## src/rtl/uart_rx.sv

```systemverilog
// -----------------------------------------------------------------------------
// uart_rx -- 8N1 UART receiver
//
// Purpose
//   Receives 8N1 serial frames on an asynchronous, idle-high line. The line is
//   first passed through a flop synchroniser. The start bit is confirmed at
//   its centre, and the 8 data bits are sampled LSB-first at their centres.
//   The stop bit is checked at its centre. A good byte is delivered with a
//   one-cycle rx_valid pulse. A low stop bit gives a one-cycle framing_error
//   pulse instead.
//
// Parameters
//   CLKS_PER_BIT  clk cycles per serial bit (must be >= 8)
//   SYNC_STAGES   depth of the rx synchroniser (must be >= 2)
//
// Ports
//   clk            in   1  system clock
//   reset          in   1  synchronous, active-high reset
//   rx             in   1  asynchronous serial input, idle high
//   rx_data        out  8  last good byte; held until the next good byte
//   rx_valid       out  1  one-cycle pulse; rx_data is updated the same cycle
//   framing_error  out  1  one-cycle pulse; the stop bit was sampled low
//   busy           out  1  high while a frame is being received
// -----------------------------------------------------------------------------
module uart_rx #(
    parameter int CLKS_PER_BIT = 434,
    parameter int SYNC_STAGES  = 2
) (
    input  logic       clk,
    input  logic       reset,
    input  logic       rx,
    output logic [7:0] rx_data,
    output logic       rx_valid,
    output logic       framing_error,
    output logic       busy
);

    localparam int CNT_W = $clog2(CLKS_PER_BIT);

    // Counter values at which the line is sampled. The start bit is sampled at
    // the half-bit point. Every later sample is one full bit after the
    // previous one, so each sample lands at a bit centre.
    localparam logic [CNT_W-1:0] HALF_LAST = CNT_W'(CLKS_PER_BIT / 2 - 1);
    localparam logic [CNT_W-1:0] BIT_LAST  = CNT_W'(CLKS_PER_BIT - 1);

    typedef enum logic [2:0] {
        WAIT_IDLE,  // wait for a high line before arming start detection
        IDLE,       // armed: a low line begins a frame
        START,      // confirm the start bit at its centre
        DATA,       // sample 8 data bits at their centres
        STOP        // check the stop bit at its centre
    } state_t;

    state_t           state;
    logic [CNT_W-1:0] clk_cnt;
    logic [2:0]       bit_idx;
    logic [7:0]       shift_reg;

    // -------------------------------------------------------------------------
    // Input synchroniser. All later decisions use only rx_s.
    // -------------------------------------------------------------------------
    logic [SYNC_STAGES-1:0] sync_q;
    logic                   rx_s;

    // NOTE: the synchroniser flops reset to 0 (a low line) on purpose. After
    // reset the FSM therefore sits in WAIT_IDLE until a real high level has
    // passed through every stage. A line that is already low never looks like
    // a start bit.
    always_ff @(posedge clk) begin
        if (reset) begin
            sync_q <= '0;
        end else begin
            sync_q <= {sync_q[SYNC_STAGES-2:0], rx};
        end
    end

    assign rx_s = sync_q[SYNC_STAGES-1];

    // -------------------------------------------------------------------------
    // Receive FSM. All outputs are registered here.
    // Every state change clears clk_cnt, so each state times from zero.
    // -------------------------------------------------------------------------
    // NOTE: sequential state uses non-blocking assignments only. The pulse
    // defaults at the top of the else branch are overridden later in the same
    // block, and the last non-blocking assignment wins.
    always_ff @(posedge clk) begin
        if (reset) begin
            state         <= WAIT_IDLE;
            clk_cnt       <= '0;
            bit_idx       <= '0;
            shift_reg     <= '0;
            rx_data       <= '0;
            rx_valid      <= 1'b0;
            framing_error <= 1'b0;
            busy          <= 1'b0;
        end else begin
            rx_valid      <= 1'b0;
            framing_error <= 1'b0;

            case (state)
                WAIT_IDLE: begin
                    busy    <= 1'b0;
                    clk_cnt <= '0;
                    if (rx_s) begin
                        state <= IDLE;
                    end
                end

                IDLE: begin
                    busy    <= 1'b0;
                    clk_cnt <= '0;
                    if (!rx_s) begin
                        state <= START;
                        busy  <= 1'b1;
                    end
                end

                START: begin
                    if (clk_cnt == HALF_LAST) begin
                        clk_cnt <= '0;
                        if (!rx_s) begin
                            state   <= DATA;
                            bit_idx <= '0;
                        end else begin
                            // The line went high again before mid-bit. This
                            // was a glitch, not a start bit: re-arm silently.
                            state <= IDLE;
                            busy  <= 1'b0;
                        end
                    end else begin
                        clk_cnt <= clk_cnt + 1'b1;
                    end
                end

                DATA: begin
                    if (clk_cnt == BIT_LAST) begin
                        clk_cnt <= '0;
                        // Shift right, entering at the MSB. After eight bits
                        // the first (LSB-first) bit ends up in bit 0.
                        shift_reg <= {rx_s, shift_reg[7:1]};
                        if (bit_idx == 3'd7) begin
                            state <= STOP;
                        end else begin
                            bit_idx <= bit_idx + 3'd1;
                        end
                    end else begin
                        clk_cnt <= clk_cnt + 1'b1;
                    end
                end

                STOP: begin
                    if (clk_cnt == BIT_LAST) begin
                        // Leave at the stop-bit centre, half a bit early. This
                        // lets a start bit that follows the stop bit directly
                        // be caught from IDLE.
                        clk_cnt <= '0;
                        busy    <= 1'b0;
                        if (rx_s) begin
                            rx_data  <= shift_reg;
                            rx_valid <= 1'b1;
                            state    <= IDLE;
                        end else begin
                            // The line is low where the stop bit should be
                            // high. Wait for it to go high again before
                            // looking for another start bit.
                            framing_error <= 1'b1;
                            state         <= WAIT_IDLE;
                        end
                    end else begin
                        clk_cnt <= clk_cnt + 1'b1;
                    end
                end

                default: begin
                    state   <= WAIT_IDLE;
                    clk_cnt <= '0;
                    busy    <= 1'b0;
                end
            endcase
        end
    end

endmodule

```

## config.mk

```make
export PLATFORM = sky130hd
export DESIGN_NAME = uart_rx
export DESIGN_NICKNAME = d
export VERILOG_FILES = /design/src/rtl/uart_rx.sv
export SDC_FILE = /design/constraint.sdc
export NUM_CORES = 1
export LEC_CHECK = 0
export CAP_MARGIN = 0
export CELL_PAD_IN_SITES_DETAIL_PLACEMENT = 1
export CELL_PAD_IN_SITES_GLOBAL_PLACEMENT = 1
export CORE_AREA = 2 2 54 76
export DETAILED_ROUTE_END_ITERATION = 7
export DIE_AREA = 0 0 56 78
export PLACE_DENSITY = 0.89
export SYNTH_ARGS = -nofsm -noshare
export SYNTH_HDL_FRONTEND = slang
export SYNTH_SLANG_ARGS = --single-unit
```

## constraint.sdc

```tcl
create_clock -name clk -period 2.6 [get_ports clk]
set_input_delay 0.52 -clock clk [delete_from_list [all_inputs] [get_ports clk]]
set_output_delay 0.52 -clock clk [all_outputs]
set_load 0.01 [all_outputs]
```

==> results of run 1 <==
[area by class of cell]
type	count	area share, %
inverter	5	1.001
tap	42	2.802
multi-input combinational	123	44.10
clock inverter	3	2.268
sequential	36	38.43
timing repair buffer	15	7.738
clock buffer	5	3.669
[Yosys cell counts (2+ instances only)]
library cell	n	area (µm²)
buf_2	2	10.01
xnor2_1	4	35.03
xor2_1	2	17.52
nor3_1	4	20.02
and3_1	2	12.51
nor2_1	30	112.6
nand4b_1	2	17.52
a21oi_1	10	50.05
inv_1	5	18.77
o21ai_0	5	25.02
dfxtp_1	36	720.7
or2_1	2	12.51
mux2i_1	16	160.2
clkbuf_1	6	22.52
ha_1	5	62.56
nor2b_1	3	18.77
nand3_1	5	25.02
nand2_1	9	33.78
nand4_1	2	12.51
[final timing paths]
check | end | cells past startpoint
worst min-delay path | sync_q[1] | 1
worst max-delay path | clk_cnt[2] | 6
worst max register to register | clk_cnt[2] | 6
worst min register to register | sync_q[1] | 1
[per-stage QoR]
stage	total power, W	instances
final	0.001294	229
after global routing	0.001345	229
after CTS	0.001299	229
after detailed placement	0.0008089	221
after global placement	0.0007966	221
after floorplan	0.0007639	174
[worst reg2reg max path, stage by stage, from the launching register on]
cell	delay (ns)
dfxtp_1	0.40
ha_1	0.20
nand4bb_2	0.16
or2_1	0.41
a32oi_1	0.27
a21o_1	0.33
nor2_1	0.12
[kinds of logic after synthesis]
group                    share of synthesized area (%)
multiplexers                                     9.899
adder cells (fa/ha/maj)                          3.867
AO/OA/AOI/OAI                                    9.823
XOR/XNOR                                         3.248
AND/OR/NAND/NOR                                  24.29
buffers and inverters                            4.331
flip-flops                                       44.55
[metal layers]
metal / share of wire [%] / GRT usage, %
met3: 2.3 / 5.000
met5: 0 / 0
met4: 1.2 / 5.952
met1: 40 / 17.98
met2: 57 / 35.53
[cells in the final DEF, fill, tap and decap left out, types with 4 or more instances in the layout]
cell type,n
o21ai_0,5
xnor2_1,4
a21oi_1,10
mux2i_1,16
clkbuf_8,5
dfxtp_1,36
clkdlybuf4s50_1,13
nor3_1,4
nand3_1,5
nor2_1,30
inv_1,5
ha_1,5
nand2_1,9
[power by group through the flow]
stage               clock [W]  combinational, W  sequential (W)
floorplan                   0          0.000169        0.000595
global placement            0          0.000167        0.000630
detailed placement          0          0.000176        0.000632
CTS                  0.000503          0.000178        0.000619
global route         0.000526          0.000193        0.000626
finish               0.000497          0.000177        0.000619
==> qor.yml, run 1 <==
power_and_ir_drop:
  p_sw_share_pct: 27.93
  leakage_nw: 0.7046
  netSwitchingPower_w: 0.0003613
  comb_power_share_pct: 13.7
  p_int_w: 0.0009323
  power_frac_seq_pct: 47.9
  vdd_drop_max_mv: 0.4792
  p_clk_share_pct: 38.4
  p_per_area_nw_per_um2: 689.7
timing:
  setup_viol: 0
  timing.final.crit_share_pct: 76.88
  hold_ws_ns: 0.4559
  grt_setup_unrepaired: "no"
  hold_violations: 0
  fin_skew_ns: 0.005259
  worst_pin_slew_ns: 0.5443
  maxSlewViolCount: 0
  period_needed_ns: 1.999
  worst_slack_ns: 0.6012
  setup-tns-final_ns: 0
  max_freq_mhz: 500.3
  slew_headroom_pct: 63.66
layout:
  seqCellArea_um2: 720.7
  fin_area_um2: 1876
  layout-drive-gt1-share_pct: 8.556
  fin_util_pct: 51.48
  n_antenna_cell: 0
  multi_input_area_um2: 827.0
  fin_nets: 194
  syn2layout_area_growth_pct: 15.93
  fillers: 421
  largest_register_ff_count: 9
global_route:
  antenna_found_initial: 0
  globalRoute.totalOverflow: 0
  grt_max_degree: 22
  grt_pass1_wl_um: 6203
  grtUsageTotal_pct: 18.22
  grt_pass1_vias: 1361
worst_setup_path:
  r2r_slack_ns: 0.60
  cp_slowest_stage_delay_ns: 0.41
  setup.worst_path.end_class: "register"
  required_ns: 2.77
  crit_start: "clk_cnt[0]"
  crit_buf_inv: 0
  reg2reg_from: "clk_cnt[0]"
  cp_top_family: "simple AND/OR/NAND/NOR gates"
  path_cells: "ha_1, nand4bb_2, or2_1, a32oi_1, a21o_1, nor2_1"
  startpoint_type: "register"
  worstSetupPathType: "register to register"
  slowest_stage: "or2_1"
  path_max_fanout: 9
  arrival_ns: 2.17
hold_path:
  hold_path.startpoint: "sync_q[0]"
  min_path_type: "register to register"
cts:
  clkLatencyLatePin_ns: 0.30
  htree_levels: 2
  cts-root-buf: "clkbuf_8"
  numCtsBuffers: 5
  cts.clk_slew.worst_paths_ns: 0.08
  clock_sinks: 36
  cts_tree: "yes"
  cts_setup_buffers: 0
  clock_path_buffers: 2
  cts_resized: 0
  cts_hold_buf: 0
status:
  status: "finished, final reports clean"
yosys:
  synth_ff_type: "dfxtp_1"
  syn-cell-area_um2: 1618
  async_flop_share_pct: 0
  syn_nets: 182
  ys_seq_elements: 36
  ys_seq_area_share_pct: 44.55
  syn_area_per_cell_um2: 9.298
  ys_warn_count: 0
  synth_edf_count: 0
  synthCells: 174
  synth.distinct_cells: 43
placement:
  finalWeightedCongestion: 0.8433
  port_buffers: 13
  dp_hpwl_um: 2805
  post_dp_cell_area_um2: 1764
  place_ws_ns: 0.5900
route:
  drcViolationCount: 0
  ant_nets: 0
  drt_iter0_drc: 62
  vias: 1252
  vias_per_cell: 5.467
  drt_pre_antenna_iters: 4
  drt-total-wl_um: 3772
  wl_per_cell_um: 16.47
die:
  initial_core_util_pct: 44.40
  die_w_um: 56
  die_area_um2: 4368
  fp.coreArea_um2: 3643
  num_io_pins: 14
  num_rows: 26
  fp.dieH_um: 78
flow_run:
  maxCapViolCount: 0
(Power assumes the default switching activity.)
==> run 2: changes to the inputs <==
- CORE_AREA: 2 2 54 76 -> 2 2 58 82
- DIE_AREA: 0 0 56 78 -> 0 0 60 84
- PLACE_DENSITY: 0.89 -> 0.82
- clock period: 2.6 -> 1.7 ns (I/O delays scaled with it)
==> qor.yml, run 2 (synthesis results as in run 1) <==
status:
  status: "finished, violations left"
  violations: "negative setup slack"
worst_setup_path:
  slowest_stage: "dfxtp_2"
  path_max_fanout: 8
  required_ns: 1.88
  worstSetupPathType: "register to register"
  startpoint_type: "register"
  cp_slowest_stage_delay_ns: 0.34
  crit_buf_inv: 2
  rr_worst_depth: 8
  setup.worst_path.end_class: "register"
  r2r_slack_ns: -0.05
  path_cells: "inv_4, ha_4, nand4bb_4, or2_4, buf_6, nor2_8, mux2i_1, nor2_1"
  cp_top_family: "simple AND/OR/NAND/NOR gates"
  reg2reg_to: "shift_reg[6]"
  reg2reg_from: "clk_cnt[1]"
  arrival_ns: 1.93
timing:
  period_needed_ns: 1.752
  worst_slack_ns: -0.05187
  hold_violations: 0
  timing.final.crit_share_pct: 103.1
  fin_skew_ns: 0.01083
  hold_ws_ns: 0.4576
  worst_pin_slew_ns: 0.3586
  max_freq_mhz: 570.8
  setup-tns-final_ns: -0.06183
  maxSlewViolCount: 0
  setup_viol: 2
  grt_setup_unrepaired: "yes"
  slew_headroom_pct: 76.06
route:
  drt-total-wl_um: 4361
  vias_per_cell: 5.170
  ant_nets: 0
  vias: 1401
  wl_per_cell_um: 16.09
  drt_iter0_drc: 68
  drcViolationCount: 0
  drt_pre_antenna_iters: 4
die:
  die_area_um2: 5040
  fp.coreArea_um2: 4390
  num_io_pins: 14
  initial_core_util_pct: 36.85
  num_rows: 29
  die_w_um: 60
  fp.dieH_um: 84
layout:
  n_antenna_cell: 0
  fillers: 492
  multi_input_area_um2: 957.2
  largest_register_ff_count: 9
  layout_commonest_cell: "dfxtp_1"
  syn2layout_area_growth_pct: 35.89
  final_cells: 271
  fin_nets: 216
  final_cell_mix: "34 x dfxtp_1, 26 x nor2_1, 22 x buf_4"
  layout-drive-gt1-share_pct: 25.84
  seqCellArea_um2: 725.7
cts:
  clock_path_buffers: 2
  numCtsBuffers: 5
  clkLatencyLatePin_ns: 0.29
  cts.clk_slew.worst_paths_ns: 0.07
  cts-root-buf: "clkbuf_8"
  clock_sinks: 36
  cts_tree: "yes"
  htree_levels: 2
placement:
  dp_hpwl_um: 2804
  place_ws_ns: -0.04010
  port_buffers: 13
  dp_cells: 260
  finalWeightedCongestion: 0.8426
hold_path:
  hold_path_depth: 1
  min_path_type: "register to register"
  hold_path.startpoint: "sync_q[0]"
  hold_path_end: "sync_q[1]"
global_route:
  grt_max_degree: 17
  antenna_found_initial: 0
  globalRoute.totalOverflow: 0
  grt_pass1_vias: 1465
  grt_pass1_wl_um: 6361
  grtUsageTotal_pct: 16.66
power_and_ir_drop:
  vdd_drop_max_mv: 0.5909
  leakage_nw: 0.8155
  p_per_area_nw_per_um2: 969.4
  totalPowerFinal_w: 0.002131
flow_run:
  maxCapViolCount: 0
-- run 2: changes by cell type in the layout (fill, tap and decap cells not counted), moves of 3 or more --
cell	delta
buf_4	+20
ha_1	-3
ha_4	+3
nor2_1	-4
nor2_2	+4
-- run 2: stage by stage --
stage	utilization, %	area (µm²)
finish	50.07	2198
global route	50.07	2198
CTS	46.85	2057
detailed placement	44.00	1932
global placement	44.00	1932
floorplan	-	1618
-- run 2: routing by layer --
metal	global-route usage [%]	vias up	routed length, µm
met3	3.101	7	72
met1	16.60	698	1641
met5	0	-	0
met2	30.34	23	2581
met4	9.293	0	66
li1	-	673	-
-- run 2: worst register-to-register path, cell delays in order, from the launching register on --
cell and delay [ns]:
dfxtp_2 0.34, inv_4 0.07, ha_4 0.14, nand4bb_4 0.12
or2_4 0.30, buf_6 0.14, nor2_8 0.19, mux2i_1 0.28
nor2_1 0.07
-- run 2: repair_timing --
item | in CTS | in global routing
endpoints found under the setup margin | 13 | 29
resized for setup | 4 | 25
hold buffers | 0 | 0
setup buffers | 0 | 2
pin swaps | 0 | 17
gates cloned | 0 | 1
-- run 2: how the worst max path moves through the flow --
| stage | startpoint | end | slack, ns | cells past startpoint |
|---|---|---|---|---|
| after floorplan | clk_cnt[0] | state[1] | 0.05 | 7 |
| after global routing | clk_cnt[1] | shift_reg[6] | -0.11 | 8 |
| after CTS | clk_cnt[0] | clk_cnt[2] | -0.006 | 7 |
| after global placement | bit_idx[0] | bit_idx[2] | 0.03 | 6 |
| after detailed placement | clk_cnt[1] | clk_cnt[2] | -0.04 | 8 |
| final | clk_cnt[1] | shift_reg[6] | -0.05 | 8 |
-- run 2: cell type report --
class / count / area share, %
Clock inverter: 2 / 1.594
Clock buffer: 6 / 3.301
Timing Repair Buffer: 36 / 13.94
Sequential cell: 36 / 33.01
Tap cell: 62 / 3.529
Inverter: 5 / 1.081
Multi-Input combinational cell: 124 / 43.54
-- run 2: where the power goes --
group          switching (W)  total (W)  internal (W)
registers          0.0000628   0.000936      0.000874
clock network       0.000318   0.000754      0.000436
logic               0.000229   0.000441      0.000212
total               0.000610    0.00213       0.00152
==> run 3: changes to the inputs <==
==> constraint.sdc (replaced) <==
create_clock -name clk -period 1.7 [get_ports clk]
set_input_delay 0.34 -clock clk [delete_from_list [all_inputs] [get_ports clk]]
set_output_delay 0.34 -clock clk [all_outputs]
set_load 0.05 [all_outputs]
==> qor.yml, run 3 (synthesis results as in run 1) <==
global_route:
  grt_pass1_wl_um: 6430
  antenna_found_initial: 0
  grt_max_degree: 21
  grt_pass1_vias: 1431
  globalRoute.totalOverflow: 0
  grtUsageTotal_pct: 16.95
route:
  vias: 1378
  ant_nets: 0
  drt-total-wl_um: 4292
  wl_per_cell_um: 15.90
  drt_iter0_drc: 71
  vias_per_cell: 5.104
  drt_pre_antenna_iters: 4
  drcViolationCount: 0
cts:
  numCtsBuffers: 5
  cts_setup_buffers: 0
  htree_levels: 2
  cts_hold_buf: 0
  clkLatencyLatePin_ns: 0.29
  cts.clk_slew.worst_paths_ns: 0.07
  cts-root-buf: "clkbuf_8"
  clock_sinks: 36
  cts_tree: "yes"
  clock_path_buffers: 2
worst_setup_path:
  worstSetupPathType: "register to register"
  path_cells: "inv_2, ha_2, nand4bb_4, buf_4, nor2_4, buf_6, o32a_1, nand3_2, a21oi_2"
  required_ns: 1.92
  crit_buf_inv: 3
  startpoint_type: "register"
  arrival_ns: 1.93
  path_max_fanout: 3
  setup.worst_path.end_class: "register"
  cp_slowest_stage_delay_ns: 0.33
  slowest_stage: "dfxtp_2"
  cp_top_family: "simple AND/OR/NAND/NOR gates"
layout:
  largest_register_ff_count: 9
  syn2layout_area_growth_pct: 32.71
  fin_nets: 215
  layout-drive-gt1-share_pct: 31.73
  n_antenna_cell: 0
  final_cell_mix: "33 x dfxtp_1, 31 x buf_4, 27 x nor2_1"
  layout_commonest_cell: "dfxtp_1"
  fillers: 485
die:
  num_io_pins: 14
  num_rows: 29
  fp.dieH_um: 84
  initial_core_util_pct: 36.85
  die_area_um2: 5040
  die_w_um: 60
  fp.coreArea_um2: 4390
timing:
  timing.final.crit_share_pct: 100.9
  worst_slack_ns: -0.01579
  setup-tns-final_ns: -0.02585
  slew_headroom_pct: 73.33
  hold_violations: 0
  grt_setup_unrepaired: "yes"
  fin_skew_ns: 0.01319
  hold_ws_ns: 0.4569
  worst_pin_slew_ns: 0.3996
  max_freq_mhz: 582.8
  period_needed_ns: 1.716
  maxSlewViolCount: 0
  setup_viol: 2
placement:
  port_buffers: 13
  finalWeightedCongestion: 0.8157
  dp_hpwl_um: 2831
status:
  violations: "negative setup slack"
  status: "finished, violations left"
hold_path:
  min_path_type: "register to register"
flow_run:
  maxCapViolCount: 0
power_and_ir_drop:
  vdd_drop_max_mv: 0.4421
  totalPowerFinal_w: 0.002045
  leakage_nw: 0.8250
  p_per_area_nw_per_um2: 952.6
run 3: cell count changes in the layout (fill, tap and decap cells not counted), moves of 2 or more:
cell,delta
buf_4,+9
ha_4,-2
ha_2,+2
nor2_2,-2
dfxtp_2,+2
clkdlybuf4s50_1,-11
inv_4,-2
run 3: report_power, final:
part | switching (W) | internal (W) | total, W
combinational | 0.000266 | 0.000213 | 0.000479
clock | 0.000301 | 0.000329 | 0.000630
sequential | 0.0000617 | 0.000875 | 0.000936
run 3: final timing paths:
path	from	to	slack, ns	cells after the start
min reg2reg	sync_q[0]	sync_q[1]	0.46	1
max reg2reg	clk_cnt[1]	state[0]	-0.02	9
max	clk_cnt[1]	state[0]	-0.02	9
min	sync_q[0]	sync_q[1]	0.46	1
run 3: cell type report:
class / count / area, µm² / share of cell area, %
inverter: 5 / 18.77 / 0.8741
sequential: 36 / 724.4 / 33.74
timing repair buffer: 35 / 275.3 / 12.82
clock inverter: 1 / 7.507 / 0.3497
tap: 62 / 77.57 / 3.613
clock buffer: 7 / 86.33 / 4.021
multi-input combinational: 124 / 957.2 / 44.58
run 3: metrics by stage:
step | cells | utilization, % | setup WS [ns] | cell area (µm²)
2_1_floorplan | 174 | - | 0.04565 | 1618
3_3_place_gp | 262 | 43.72 | 0.01917 | 1919
3_5_place_dp | 262 | 43.72 | -0.05693 | 1919
4_1_cts | 269 | 46.28 | 0.01540 | 2032
5_1_grt | 270 | 48.90 | -0.08297 | 2147
6_report | 270 | 48.90 | -0.01579 | 2147
run 3: per-layer routing:
| metal | up-vias | global-route usage [%] | wire (µm) |
|---|---|---|---|
| li1 | 669 | - | - |
| met1 | 678 | 17.23 | 1591 |
| met2 | 18 | 30.34 | 2499 |
| met3 | 13 | 3.411 | 69 |
| met4 | 0 | 9.495 | 133 |
| met5 | - | 0 | 0 |
run 3: timing repair:
action / CTS / global route
pin swaps: 2 / 6
hold endpoints to repair: 0 / 0
setup endpoints to repair: 27 / 16
gates cloned: 0 / 1
resized for setup: 10 / 20
